**config.mk**
```make
export PLATFORM = sky130hd
export DESIGN_NAME = video_ctrl_sequencer_flat
export DESIGN_NICKNAME = d
export VERILOG_FILES = /design/src/rtl/zz_video_pkg.sv /design/src/rtl/video_ctrl_sequencer_if.sv /design/src/rtl/rr_arbiter2.sv /design/src/rtl/video_ctrl_sequencer.sv /design/src/flat_wrapper.sv
export SDC_FILE = /design/constraint.sdc
export NUM_CORES = 1
export LEC_CHECK = 0
export ABC_AREA = 1
export BUFFER_PORTS_ARGS = -buffer_cell sky130_fd_sc_hd__buf_2
export CORE_MARGIN = 2
export CORE_UTILIZATION = 50
export CTS_BUF_LIST = sky130_fd_sc_hd__clkbuf_4 sky130_fd_sc_hd__clkbuf_8 sky130_fd_sc_hd__clkbuf_16
export DETAILED_ROUTE_END_ITERATION = 8
export PLACE_DENSITY = 0.84
export SLEW_MARGIN = 20
export SYNTH_ARGS = -nofsm -noshare
export SYNTH_HDL_FRONTEND = slang
export SYNTH_SLANG_ARGS = --single-unit
```
**constraint.sdc**
```tcl
create_clock -name m_axis_vid_aclk -period 2 [get_ports m_axis_vid_aclk]
set_input_delay 0.2 -clock m_axis_vid_aclk [delete_from_list [all_inputs] [get_ports m_axis_vid_aclk]]
set_output_delay 0.2 -clock m_axis_vid_aclk [all_outputs]
set_load 0.02 [all_outputs]
```
**src/rtl/zz_video_pkg.sv**
```systemverilog
// Shared video-path definitions: formatter opcodes, colour modes, sprite geometry
// and the control sequencer state encoding.
package zz_video_pkg;

  localparam logic [7:0] OP_NOP         = 8'd0;
  localparam logic [7:0] OP_COLORMODE   = 8'd1;
  localparam logic [7:0] OP_DIMENSIONS  = 8'd2;
  localparam logic [7:0] OP_PAN         = 8'd3;
  localparam logic [7:0] OP_SCALE       = 8'd4;
  localparam logic [7:0] OP_POWER       = 8'd5;
  localparam logic [7:0] OP_MAX         = 8'd6;
  localparam logic [7:0] OP_HS          = 8'd7;
  localparam logic [7:0] OP_VS          = 8'd8;
  localparam logic [7:0] OP_SCREENW     = 8'd9;
  localparam logic [7:0] OP_POLARITY    = 8'd10;
  localparam logic [7:0] OP_RESET       = 8'd11;
  localparam logic [7:0] OP_SPRITE_XY   = 8'd12;
  localparam logic [7:0] OP_SPRITE_COLS = 8'd13;
  localparam logic [7:0] OP_SPRITE_ADDR = 8'd14;
  localparam logic [7:0] OP_SPRITE_DATA = 8'd15;
  localparam logic [7:0] OP_VSYNC       = 8'd16;
  localparam logic [7:0] OP_SPRITE_CLR  = 8'd17;

  localparam logic [1:0] CMODE_8BIT  = 2'd0;
  localparam logic [1:0] CMODE_16BIT = 2'd1;
  localparam logic [1:0] CMODE_32BIT = 2'd2;
  localparam logic [1:0] CMODE_15BIT = 2'd3;

  localparam int unsigned SPRITE_W = 32;
  localparam int unsigned SPRITE_H = 48;

  typedef enum logic [2:0] {
    ST_IDLE,
    ST_SADDR,
    ST_SGAP,
    ST_DRIVE,
    ST_GAP,
    ST_WAIT_VB
  } vcs_state_e;

  // Timing ops that must only take effect during vertical blanking.
  function automatic logic is_vb_deferred(input logic [7:0] op);
    return (op == OP_COLORMODE) || (op == OP_DIMENSIONS) || (op == OP_SCALE) ||
           (op == OP_MAX) || (op == OP_HS) || (op == OP_VS);
  endfunction

endpackage

```
**src/rtl/video_ctrl_sequencer_if.sv**
```systemverilog
// Requester command ports and formatter control bus of video_ctrl_sequencer.
interface video_ctrl_sequencer_if;
  logic        req0_valid;
  logic [7:0]  req0_op;
  logic [31:0] req0_data;
  logic        req0_ready;
  logic        req1_valid;
  logic [7:0]  req1_op;
  logic [31:0] req1_data;
  logic        req1_ready;
  logic [7:0]  control_op;
  logic [31:0] control_data;

  modport master (
    output req0_valid, req0_op, req0_data, req1_valid, req1_op, req1_data,
    input  req0_ready, req1_ready, control_op, control_data
  );

  modport slave (
    input  req0_valid, req0_op, req0_data, req1_valid, req1_op, req1_data,
    output req0_ready, req1_ready, control_op, control_data
  );
endinterface

```
**src/rtl/rr_arbiter2.sv**
```systemverilog
// Two-input round-robin arbiter; grants are combinational, last_grant is registered
// and resets to 1 so requester 0 wins the first tie.
module rr_arbiter2 (
  input  logic clk_i,
  input  logic rst_ni,
  input  logic en_i,
  input  logic req0_i,
  input  logic req1_i,
  output logic gnt0_o,
  output logic gnt1_o
);
  logic last_q;

  always_comb begin
    gnt0_o = 1'b0;
    gnt1_o = 1'b0;
    if (en_i && rst_ni) begin
      if (req0_i && (!req1_i || last_q)) gnt0_o = 1'b1;
      else if (req1_i)                   gnt1_o = 1'b1;
    end
  end

  always_ff @(posedge clk_i) begin
    if (!rst_ni)     last_q <= 1'b1;
    else if (gnt0_o) last_q <= 1'b0;
    else if (gnt1_o) last_q <= 1'b1;
  end
endmodule

```
**src/rtl/video_ctrl_sequencer.sv**
```systemverilog
// Serialises requester commands onto the formatter control bus with hold/gap framing
// and sprite address expansion. Optional VCS_VBLANK_DEFER_EN defers timing ops to vblank.
module video_ctrl_sequencer
  import zz_video_pkg::*;
#(
  parameter int unsigned HOLD_CYCLES  = 2,
  parameter int unsigned GAP_CYCLES   = 1,
  parameter int unsigned SPRITE_WORDS = 1536
) (
  input  logic                    m_axis_vid_aclk,
  input  logic                    aresetn,
  video_ctrl_sequencer_if.slave   bus,
  input  logic                    vblank_async,
  output logic                    busy
);
  localparam logic [3:0]  HOLD_RL  = 4'(HOLD_CYCLES - 1);
  localparam logic [3:0]  GAP_RL   = 4'(GAP_CYCLES - 1);
  localparam logic [11:0] SPR_LAST = 12'(SPRITE_WORDS - 1);

  vcs_state_e  state_q;
  logic [3:0]  cnt_q;
  logic [7:0]  cmd_op_q;
  logic [31:0] cmd_data_q;
  logic [11:0] spr_ptr_q;
  logic [7:0]  ctrl_op_q;
  logic [31:0] ctrl_data_q;

  logic        idle, gnt0, gnt1, accept, defer, vb_rise;
  logic [7:0]  acc_op;
  logic [31:0] acc_data;

  assign idle = (state_q == ST_IDLE);

  rr_arbiter2 u_arb (
    .clk_i  (m_axis_vid_aclk),
    .rst_ni (aresetn),
    .en_i   (idle),
    .req0_i (bus.req0_valid),
    .req1_i (bus.req1_valid),
    .gnt0_o (gnt0),
    .gnt1_o (gnt1)
  );

  assign bus.req0_ready   = gnt0;
  assign bus.req1_ready   = gnt1;
  assign accept           = gnt0 | gnt1;
  assign acc_op           = gnt1 ? bus.req1_op   : bus.req0_op;
  assign acc_data         = gnt1 ? bus.req1_data : bus.req0_data;
  assign bus.control_op   = ctrl_op_q;
  assign bus.control_data = ctrl_data_q;
  assign busy             = !idle;

`ifdef VCS_VBLANK_DEFER_EN
  logic vb_s1_q, vb_s2_q, vb_s3_q;

  always_ff @(posedge m_axis_vid_aclk) begin
    if (!aresetn) begin
      vb_s1_q <= 1'b0;
      vb_s2_q <= 1'b0;
      vb_s3_q <= 1'b0;
    end else begin
      vb_s1_q <= vblank_async;
      vb_s2_q <= vb_s1_q;
      vb_s3_q <= vb_s2_q;
    end
  end

  assign vb_rise = vb_s2_q & ~vb_s3_q;
  assign defer   = is_vb_deferred(acc_op);
`else
  logic vblank_unused;
  assign vblank_unused = vblank_async;
  assign vb_rise       = 1'b0;
  assign defer         = 1'b0;
`endif

  always_ff @(posedge m_axis_vid_aclk) begin
    if (!aresetn) begin
      state_q     <= ST_IDLE;
      cnt_q       <= '0;
      cmd_op_q    <= '0;
      cmd_data_q  <= '0;
      spr_ptr_q   <= '0;
      ctrl_op_q   <= '0;
      ctrl_data_q <= '0;
    end else begin
      unique case (state_q)
        ST_IDLE: if (accept) begin
          cmd_op_q   <= acc_op;
          // An accepted NOP must leave the bus fully idle, data included.
          cmd_data_q <= (acc_op == OP_NOP) ? '0 : acc_data;
          if (acc_op == OP_SPRITE_ADDR)
            spr_ptr_q <= (acc_data >= 32'(SPRITE_WORDS)) ? '0 : acc_data[11:0];
          if (acc_op == OP_SPRITE_DATA) begin
            state_q     <= ST_SADDR;
            ctrl_op_q   <= OP_SPRITE_ADDR;
            ctrl_data_q <= {20'b0, spr_ptr_q};
            cnt_q       <= HOLD_RL;
          end else if (defer) begin
            state_q <= ST_WAIT_VB;
            cnt_q   <= HOLD_RL;
          end else begin
            state_q     <= ST_DRIVE;
            ctrl_op_q   <= acc_op;
            ctrl_data_q <= (acc_op == OP_NOP) ? '0 : acc_data;
            cnt_q       <= HOLD_RL;
          end
        end
        ST_SADDR: if (cnt_q == '0) begin
          state_q     <= ST_SGAP;
          ctrl_op_q   <= '0;
          ctrl_data_q <= '0;
          cnt_q       <= GAP_RL;
        end else cnt_q <= cnt_q - 4'd1;
        ST_SGAP: if (cnt_q == '0) begin
          state_q     <= ST_DRIVE;
          ctrl_op_q   <= cmd_op_q;
          ctrl_data_q <= cmd_data_q;
          cnt_q       <= HOLD_RL;
        end else cnt_q <= cnt_q - 4'd1;
        ST_DRIVE: if (cnt_q == '0) begin
          state_q     <= ST_GAP;
          ctrl_op_q   <= '0;
          ctrl_data_q <= '0;
          cnt_q       <= GAP_RL;
          if (cmd_op_q == OP_SPRITE_DATA)
            spr_ptr_q <= (spr_ptr_q == SPR_LAST) ? '0 : spr_ptr_q + 12'd1;
        end else cnt_q <= cnt_q - 4'd1;
        ST_GAP: if (cnt_q == '0) state_q <= ST_IDLE;
                else cnt_q <= cnt_q - 4'd1;
        ST_WAIT_VB: if (vb_rise) begin
          state_q     <= ST_DRIVE;
          ctrl_op_q   <= cmd_op_q;
          ctrl_data_q <= cmd_data_q;
          cnt_q       <= HOLD_RL;
        end
        default: state_q <= ST_IDLE;
      endcase
    end
  end
endmodule
```
**src/flat_wrapper.sv**
```systemverilog
// flat-port wrapper written by rule: the top's interface ports become plain ports
module video_ctrl_sequencer_flat import zz_video_pkg::*;
#(
  parameter int unsigned HOLD_CYCLES  = 2,
  parameter int unsigned GAP_CYCLES   = 1,
  parameter int unsigned SPRITE_WORDS = 1536
)
  (m_axis_vid_aclk, aresetn, vblank_async, busy, bus_req0_valid, bus_req0_op, bus_req0_data, bus_req1_valid, bus_req1_op, bus_req1_data, bus_req0_ready, bus_req1_ready, bus_control_op, bus_control_data);
  video_ctrl_sequencer_if bus_i ();
  input  logic m_axis_vid_aclk;
  input  logic aresetn;
  input  logic vblank_async;
  output logic busy;
  input wire logic [$bits(bus_i.req0_valid)-1:0] bus_req0_valid;
  input wire logic [$bits(bus_i.req0_op)-1:0] bus_req0_op;
  input wire logic [$bits(bus_i.req0_data)-1:0] bus_req0_data;
  input wire logic [$bits(bus_i.req1_valid)-1:0] bus_req1_valid;
  input wire logic [$bits(bus_i.req1_op)-1:0] bus_req1_op;
  input wire logic [$bits(bus_i.req1_data)-1:0] bus_req1_data;
  output wire logic [$bits(bus_i.req0_ready)-1:0] bus_req0_ready;
  output wire logic [$bits(bus_i.req1_ready)-1:0] bus_req1_ready;
  output wire logic [$bits(bus_i.control_op)-1:0] bus_control_op;
  output wire logic [$bits(bus_i.control_data)-1:0] bus_control_data;
  assign bus_i.req0_valid = bus_req0_valid;
  assign bus_i.req0_op = bus_req0_op;
  assign bus_i.req0_data = bus_req0_data;
  assign bus_i.req1_valid = bus_req1_valid;
  assign bus_i.req1_op = bus_req1_op;
  assign bus_i.req1_data = bus_req1_data;
  assign bus_req0_ready = bus_i.req0_ready;
  assign bus_req1_ready = bus_i.req1_ready;
  assign bus_control_op = bus_i.control_op;
  assign bus_control_data = bus_i.control_data;
  video_ctrl_sequencer #(.HOLD_CYCLES(HOLD_CYCLES), .GAP_CYCLES(GAP_CYCLES), .SPRITE_WORDS(SPRITE_WORDS)) u_core (.m_axis_vid_aclk(m_axis_vid_aclk), .aresetn(aresetn), .bus(bus_i), .vblank_async(vblank_async), .busy(busy));
endmodule
```
Yosys cells after proc, flatten, opt, wreduce, memory -nomap -nowiden

Index checks and enable logic that the tools add are counted.

Order comparisons: 1
Equal/unequal tests: 18
Add/sub/neg operators: 2
Reductions and logical operators: 18
Muxes and demuxes: 39
Bitwise operators: 2

Operators with widths:

| cell                  | count |
|---|---|
| $mux 32               | 6 |
| $pmux 32 s3           | 1 |
| $mux 12               | 6 |
| $mux 8                | 5 |
| $ge 32x11->1 const B  | 1 |
| $eq 8x4->1 const B    | 3 |
| $pmux 12 s2           | 1 |
| $pmux 8 s3            | 1 |
| $pmux 3 s6            | 1 |
| $mux 4                | 4 |
| $pmux 4 s4            | 1 |
| $mux 3                | 5 |
| $add 12x1->12 const B | 1 |
| $eq 12x11->1 const B  | 1 |
| $ne 2x1->1 const B    | 6 |
| $logic_not 8->1       | 1 |
| $mux 1                | 7 |
| $eq 3x2->1 const B    | 2 |
| $eq 3x3->1 const B    | 2 |
| $ne 2x2->1 const B    | 3 |
| $reduce_and 6->1      | 1 |
| $reduce_and 5->1      | 1 |
| $logic_not 4->1       | 1 |
| $reduce_and 4->1      | 1 |
| other kinds (15)      | 18 |

Register bits after elaboration: 100
Logic and storage cells: 88
Output and inout port bits: 43

Logic depth before layout (Yosys ltp)

Gate-level depths: netlist of run 1.

Depth after elaboration: 11
Gate-level depth with buffers: 18
Mapped depth without buffers: 14

Hierarchy

A second synthesis of run 1 with hierarchy kept.

Cells, all modules: 928
Area, all modules: 5756.8 um2

By module, submodules not included:

| module               | times used | cells an instance | seq. area each (um2) | area each (um2) |
|---|---|---|---|---|
| video_ctrl_sequencer | 1          | 914               | 1981.9               | 5672.9 |
| rr_arbiter2          | 1          | 14                | 20.0                 | 83.8 |

Worst setup path after synthesis of run 1

OpenSTA, ideal clock, no wires.

Path type: reg2reg
Start: reg u_core.state_q[0]
End: reg u_core.ctrl_data_q[23], in the netlist u_core.bus.control_data[23]
Arrival: 1.836 ns
Stages on the path, launching flop included: 16
Setup time: 0.117 ns
Slack: 0.047 ns
Cell sequence: dfxtp_1 buf_6 nor2_4 nand2_2 nor2_4 buf_6 nand3_1 nand2_1 nand2_1 nor2_2 nand2_4 nand2_4 buf_4 nor2_1 nor2_1 nor2_1

Word-level cells in the longest chain between the ends: 9
Elaborated cells on any way between the ends: 22
Classes of those cells: eq/ne (7); mux (8); bitwise (1); reduce/logical (6)

Ends and longest elaborated chain:

| what                   | line                                                   | text |
|---|---|---|
| start, declared        | video_ctrl_sequencer.sv:20                             | `vcs_state_e state_q;` |
| start signal, assigned | video_ctrl_sequencer.sv:79                             | `state_q <= ST_IDLE;` |
| start signal, assigned | video_ctrl_sequencer.sv:95                             | `state_q <= ST_SADDR;` |
| start signal, assigned | video_ctrl_sequencer.sv:100                            | `state_q <= ST_WAIT_VB;` |
| $logic_not 3->1        | video_ctrl_sequencer.sv:32, video_ctrl_sequencer.sv:87 |  |
| $logic_and 1x1->1      | rr_arbiter2.sv:17                                      | `if (en_i && rst_ni) begin` |
| $mux 1                 | rr_arbiter2.sv:17                                      |  |
| $mux 8                 | video_ctrl_sequencer.sv:47                             | `assign acc_op = gnt1 ? bus.req1_op : bus.req0_op;` |
| $logic_not 8->1        | video_ctrl_sequencer.sv:105                            | `ctrl_data_q <= (acc_op == OP_NOP) ? '0 : acc_data;` |
| $mux 32                | video_ctrl_sequencer.sv:105                            |  |
| $mux 32                | video_ctrl_sequencer.sv:94                             | `if (acc_op == OP_SPRITE_DATA) begin` |
| $mux 32                | video_ctrl_sequencer.sv:88                             | `ST_IDLE: if (accept) begin` |
| $pmux 32 s3            | video_ctrl_sequencer.sv:87                             | `unique case (state_q)` |
| end signal, assigned   | video_ctrl_sequencer.sv:97                             | `ctrl_data_q <= {20'b0, spr_ptr_q};` |
| end signal, assigned   | video_ctrl_sequencer.sv:105                            |  |
| end signal, assigned   | video_ctrl_sequencer.sv:118                            | `ctrl_data_q <= cmd_data_q;` |
| end, declared          | video_ctrl_sequencer.sv:26                             | `logic [31:0] ctrl_data_q;` |

Several ways; a longest one is shown, not always the timed one. The select of a mux whose other input is x is not followed.
A chain may end at the register's enable or synchronous reset.

Worst setup path in the final report of run 1

Start: reg u_core.state_q[0]
End: reg u_core.spr_ptr_q[5]

Word-level cells in the longest chain between the ends: 9
Elaborated cells on any way between the ends: 20
Classes of those cells: order compare (1); eq/ne (6); mux (8); bitwise (1); reduce/logical (4)

Ends and longest elaborated chain:

| what                 | line                                                   | text |
|---|---|---|
| $logic_not 3->1      | video_ctrl_sequencer.sv:32, video_ctrl_sequencer.sv:87 |  |
| $logic_and 1x1->1    | rr_arbiter2.sv:17                                      |  |
| $mux 1               | rr_arbiter2.sv:17                                      |  |
| $mux 32              | video_ctrl_sequencer.sv:48                             | `assign acc_data = gnt1 ? bus.req1_data : bus.req0_data;` |
| $ge 32x11->1         | video_ctrl_sequencer.sv:93                             | `spr_ptr_q <= (acc_data >= 32'(SPRITE_WORDS)) ? '0 : acc_data[11:0];` |
| $mux 12              | video_ctrl_sequencer.sv:93                             |  |
| $mux 12              | video_ctrl_sequencer.sv:92                             | `if (acc_op == OP_SPRITE_ADDR)` |
| $mux 12              | video_ctrl_sequencer.sv:88                             |  |
| $pmux 12 s2          | video_ctrl_sequencer.sv:87                             |  |
| end signal, assigned | video_ctrl_sequencer.sv:93                             |  |
| end signal, assigned | video_ctrl_sequencer.sv:127                            | `spr_ptr_q <= (spr_ptr_q == SPR_LAST) ? '0 : spr_ptr_q + 12'd1;` |
| end, declared        | video_ctrl_sequencer.sv:24                             | `logic [11:0] spr_ptr_q;` |

Several ways; a longest one is shown, not always the timed one. The select of a mux whose other input is x is not followed.

==> impl_metrics.toml, run 1 <==
[sta]
drv_slew = 0
worst_slack_ns = -0.304
timing.setup.tns_ns = -9.48
rsz0062_at_grt = "true"
worst_pin_slew_ns = 0.583
period_minus_slack_ns = 2.30
relSlewSlack = 0.611
finalSetupViolCount = 79
fmax_ghz = 0.434
period_share = 1.15
hold_viol_final = 0
skew_ns = 0.00815

[pwr]
leakage_nw = 4.00
power_density_nw_per_um2 = 1340
ir_worst_vdd_mv = 0.862

[global_route]
antenna_found_initial = 0
overflow = 0
grt_pass1_wl_mm = 29.4
grt_max_degree = 64
track_usage = 0.287
grt_pass1_vias = 6356

[job]
maxCapViolCount = 0

[synth]
synthMuxAreaShare = 0
yosys.area.top_type = "dfxtp_1"
synth-edff-count = 0
synthSimpleGateAreaFrac = 0.327
synthAdderAreaFrac = 0.00656
synth_xor_area_frac = 0.00612
synthesis.nets = 975
ys_seq_area_frac = 0.350
syn_inst = 887
synth_top_family_by_area = "simple AND/OR/NAND/NOR gates"
synth.avg_cell_area_um2 = 6.45
synth-compound-area-share = 0.198
yosys.area.top_type_share = 0.350
yosys-top-cells-area = "dfxtp_1 35%, nand2_1 16%, a21oi_1 9.9%, o21ai_0 7.3%, nand3_1 5.7%"
synth.distinct_cells = 41
synth_flop_cell = "dfxtp_1"
async_reset_ff_frac = 0
ys_ff_latch = 100
synth_area_um2 = 5720
synth_warnings = 0

[clocking]
cts_tree = "built"
h-tree-depth = 3
clkTransAtPathRegs_ns = 0.07
ctsHoldBuffers = 0
cts_buffers = 9
clock_path_buffers = 2
clk_latency_ns = 0.36
cts.sinks = 100
root_buffer = "clkbuf_16"

[cells_and_area]
syn_to_final_growth_pct = 42.2
stdcell_area_um2 = 8140
drive_gt1_frac = 0.345
mostFrequentLayoutCells = "217 x nand2_1, 125 x buf_2, 98 x dfxtp_1, 84 x a21oi_1, 84 x buf_4"
n_antenna_cell = 0
utilization = 0.722
seq_area_um2 = 2000
multiInputGateArea_um2 = 3460
final_common_cell = "nand2_1"
fill_cells = 757
final_nets = 1177

[critical_path]
worstPathArrival_ns = 2.59
reg2reg_from = "u_core.state_q[0]"
worst-r2r-setup-slack_ns = -0.30
worstSetupStartpoint = "u_core.state_q[0]"
start_kind = "register"
path_class = "reg2reg"
setup.worst_path.end = "u_core.spr_ptr_q[5]"
reg2reg_to = "u_core.spr_ptr_q[5]"
crit_fanout = 13
required_ns = 2.28
end_kind = "register"
ff2ff_path_depth = 14

[detailed_routing]
drt-total-wl_mm = 21.7
dr.first_iter.drc_count = 821
routedWlPerCell_um = 17.5
vias = 7405
vias_per_cell = 5.99
drc = 0
firstDrtPassIters = 7
antenna_left = 0

[floorplanning]
dieArea_um2 = 12300
die_x_um = 111
dieHeight_um = 111
rows = 39
core_um2 = 11300
io_pins = 128
initial_core_util = 0.508

[place]
io_buffers = 126
gp_routability_congestion = 0.927
dp_hpwl_mm = 11.3
placed_area_um2 = 6810
pre_cts_ws_ns = -0.0335

[status]
status = "finished with violations"
failed_checks = "negative setup slack"

[worst_hold_path]
hp-class = "in2reg"
==> worst min path at each step <==
stage                        startpoint                       end  slack, ns  cells after the start
2_1_floorplan            bus_req1_op[6]        u_core.cmd_op_q[6]       0.39                      2
3_3_place_gp   u_core.bus.control_op[5]  u_core.bus.control_op[5]       0.46                      2
3_5_place_dp   u_core.bus.control_op[6]  u_core.bus.control_op[6]       0.46                      2
4_1_cts                bus_req1_data[2]      u_core.cmd_data_q[2]       0.25                      5
5_1_grt               bus_req0_data[23]     u_core.cmd_data_q[23]       0.27                      5
6_report              bus_req0_data[20]     u_core.cmd_data_q[20]       0.23                      5
==> Yosys cell counts (4+ instances only) <==
library cell  count
buf_4             9
nor3_1            8
o22ai_1           4
a21oi_1         113
xor2_1            4
inv_2             8
buf_2            10
o21ai_0          83
nand2_4           4
nand2_2           5
nand2_1         238
clkbuf_1         27
a31oi_1           4
dfxtp_1         100
buf_6            10
nand3_1          65
nor2_1           68
inv_1            72
nand3b_1         11
nand4_1          13
==> sequential cells by signal (all words and copies together), names as in the netlist <==
register                 flops
u_core.bus.control_data     32
u_core.bus.control_op        8
u_core.cmd_data_q           32
u_core.cmd_op_q              8
u_core.cnt_q                 4
u_core.spr_ptr_q            12
u_core.state_q               3
u_core.u_arb.last_q          1
==> area by class of cell <==
| cell class | instances | share of cell area |
|---|---|---|
| inverter | 82 | 0.0410 |
| clock inverter | 4 | 0.00307 |
| multi-input combinational | 652 | 0.426 |
| tap | 143 | 0.0220 |
| sequential | 100 | 0.246 |
| timing repair buffer | 244 | 0.231 |
| clock buffer | 12 | 0.0312 |
==> logic make-up (layout without fill, tap and decap cells) <==
family / count (synthesis) / in the layout
compound gates: 217 / 217
xor+xnor: 4 / 4
fa+ha+maj: 3 / 3
buf+inv: 139 / 342
flops: 100 / 100
simple gates: 424 / 428
==> timing repair <==
action | CTS | global route
buffers inserted | 17 | 18
gates cloned | 8 | 9
endpoints found under the setup margin | 52 | 90
gates resized for setup | 49 | 87
pin swaps | 22 | 19
==> critical path: stages (launching register included) <==
cell and delay (ns):
dfxtp_2 0.33, inv_2 0.07, nand2_2 0.09, nor2_4 0.13, nand3_2 0.12, buf_4 0.20
buf_4 0.18, nand2_1 0.08, nand2_1 0.11, nor2_1 0.15, nand2_1 0.11, nor2_4 0.17
buf_6 0.16, nand4_1 0.14, a21oi_1 0.20
==> through the flow <==
stage               power, W  instances  hold slack [ns]
finish                0.0109       1237            0.231
global route          0.0114       1237            0.275
CTS                  0.00938       1210            0.246
detailed placement   0.00743       1169            0.459
global placement     0.00736       1169            0.455
floorplan            0.00599        887            0.389
==> layer usage <==
| metal | global-route usage | wire [µm] | vias up |
|---|---|---|---|
| met5 | 0 | 0 | - |
| met4 | 0.124 | 1280 | 0 |
| met3 | 0.0837 | 2590 | 169 |
| met2 | 0.463 | 9770 | 598 |
| met1 | 0.357 | 8080 | 3312 |
| li1 | - | - | 3326 |
==> where the power goes <==
group | internal (W) | switching, W | total [W]
Clock | 0.000902 | 0.000786 | 0.00169
Combinational | 0.00253 | 0.00385 | 0.00638
Sequential | 0.00254 | 0.000291 | 0.00283
Power figures use the tool's default switching activity.
==> inputs of run 2 (changes only) <==
--- a/config.mk
+++ b/config.mk
@@ -12,6 +12,7 @@
 export CTS_BUF_LIST = sky130_fd_sc_hd__clkbuf_4 sky130_fd_sc_hd__clkbuf_8 sky130_fd_sc_hd__clkbuf_16
 export DETAILED_ROUTE_END_ITERATION = 8
 export PLACE_DENSITY = 0.84
+export SETUP_SLACK_MARGIN = 0.2
 export SLEW_MARGIN = 20
 export SYNTH_ARGS = -nofsm -noshare
 export SYNTH_HDL_FRONTEND = slang
==> impl_metrics.toml, run 2 (synthesis results as in run 1) <==
[job]
maxCapViolCount = 0

[pwr]
ir_worst_vdd_mv = 0.889
power_density_nw_per_um2 = 1420
leakage_nw = 4.02
p_total_w = 0.0118

[status]
failed_checks = "design-rule violations, negative setup slack"
status = "finished with violations"

[cells_and_area]
final_common_cell = "nand2_1"
drive_gt1_frac = 0.335
seq_area_um2 = 2010
final_nets = 1163
stdcell_area_um2 = 8320
multiInputGateArea_um2 = 3630
syn_to_final_growth_pct = 45.3
final_cells = 1223
utilization = 0.738
n_antenna_cell = 0
fill_cells = 707
mostFrequentLayoutCells = "214 x nand2_1, 124 x buf_2, 97 x dfxtp_1, 88 x a21oi_1, 74 x o21ai_0"

[floorplanning]
dieHeight_um = 111
initial_core_util = 0.508
dieArea_um2 = 12300
rows = 39
core_um2 = 11300
die_x_um = 111
io_pins = 128

[worst_hold_path]
min_delay_path_depth = 5
min_from = "bus_req0_data[23]"
min_to = "u_core.cmd_data_q[23]"
hp-class = "in2reg"

[critical_path]
path_common_cell = "nand2_1"
slowest_stage = "dfxtp_4"
end_kind = "register"
worst-r2r-setup-slack_ns = -0.35
slowest_delay_ns = 0.37
ff2ff_path_depth = 14
path_class = "reg2reg"
worstPathArrival_ns = 2.62
reg2reg_from = "u_core.state_q[1]"
cp_cell_sequence = "inv_2 -> nand2_4 -> nor2_4 -> nand3_2 -> buf_12 -> buf_12 -> nand2_1 -> nand2_1 -> nor2_1 -> nand2_1 -> nor2_4 -> buf_6 -> nand4_1 -> a21oi_2"
reg2reg_to = "u_core.spr_ptr_q[5]"
required_ns = 2.27
crit_fanout = 21
start_kind = "register"

[detailed_routing]
routedWlPerCell_um = 19.5
drc = 3
drt-total-wl_mm = 23.8
vias_per_cell = 6.17
firstDrtPassIters = 9
dr.first_iter.drc_count = 1046
antenna_left = 0
vias = 7540

[global_route]
grt_max_degree = 73
track_usage = 0.327
grt_pass1_wl_mm = 32.9
overflow = 0
antenna_found_initial = 0
grt_pass1_vias = 6952

[clocking]
cts_tree = "built"
h-tree-depth = 3
clock_path_buffers = 2
ctsHoldBuffers = 0
cts.sinks = 100
cts_buffers = 9
clkTransAtPathRegs_ns = 0.07
clk_latency_ns = 0.35
root_buffer = "clkbuf_16"

[sta]
rsz0062_at_grt = "true"
finalSetupViolCount = 69
period_minus_slack_ns = 2.35
hold_viol_final = 0
fmax_ghz = 0.425
relSlewSlack = 0.604
worst_pin_slew_ns = 0.595
worst_slack_ns = -0.352
drv_slew = 0
period_share = 1.18
skew_ns = 0.0135

[place]
placed_area_um2 = 6890
dp_hpwl_mm = 11.3
pre_cts_ws_ns = -0.113
io_buffers = 126
dp.cells = 1172
gp_routability_congestion = 0.908
==> run 2: per-layer routing <==
layer,routed length [µm],vias up,global-route usage
li1,-,3304,-
met5,0,-,0
met1,8340,3314,0.389
met3,3070,203,0.0826
met2,10700,719,0.537
met4,1750,0,0.183
==> run 2: worst max path at each step <==
stage,from,endpoint,slack (ns)
floorplan,u_core.state_q[0],u_core.spr_ptr_q[10],0.14
global placement,u_core.state_q[0],u_core.spr_ptr_q[10],-0.005
detailed placement,u_core.state_q[0],u_core.bus.control_data[16],-0.11
CTS,u_core.state_q[0],u_core.spr_ptr_q[10],-0.06
global route,u_core.state_q[1],u_core.spr_ptr_q[8],-0.38
finish,u_core.state_q[1],u_core.spr_ptr_q[5],-0.35
==> run 2: worst max-delay path: cells and delay by family (launching register included) <==
family                 cells  cell delay, ns
and+or+nand+nor            9            1.13
AOI/OAI and AO/OA          1            0.20
buffers and inverters      4            0.59
DFF                        1            0.37
==> run 2: where the power goes <==
part,internal [W],leakage [nW],total (W),switching [W]
Sequential,0.00255,0.824,0.00286,0.000317
Combinational,0.00297,3.05,0.00710,0.00414
Clock,0.00102,0.146,0.00185,0.000826
Total,0.00653,4.02,0.0118,0.00528
==> run 2: layout make-up <==
class / count / area share
clock buffers: 11 / 0.0296
clock inverters: 5 / 0.00707
inverters: 82 / 0.0396
multi-input cells: 654 / 0.436
flip-flops and latches: 100 / 0.241
well taps: 143 / 0.0215
repair buffers: 228 / 0.224
==> run 2: timing repair <==
| item | CTS | global route |
|---|---|---|
| cloned | 12 | 7 |
| setup endpoints to repair | 96 | 100 |
| pin swaps | 24 | 23 |
| gates resized for setup | 104 | 53 |
| setup buffers | 15 | 1 |
==> run 2: per-stage QoR <==
step / hold slack [ns] / TNS [ns]
after global routing: 0.274 / -15.62
final: 0.249 / -10.47
after floorplan: 0.385 / 0
after CTS: 0.258 / -0.538
after detailed placement: 0.454 / -1.88
after global placement: 0.454 / -0.00457
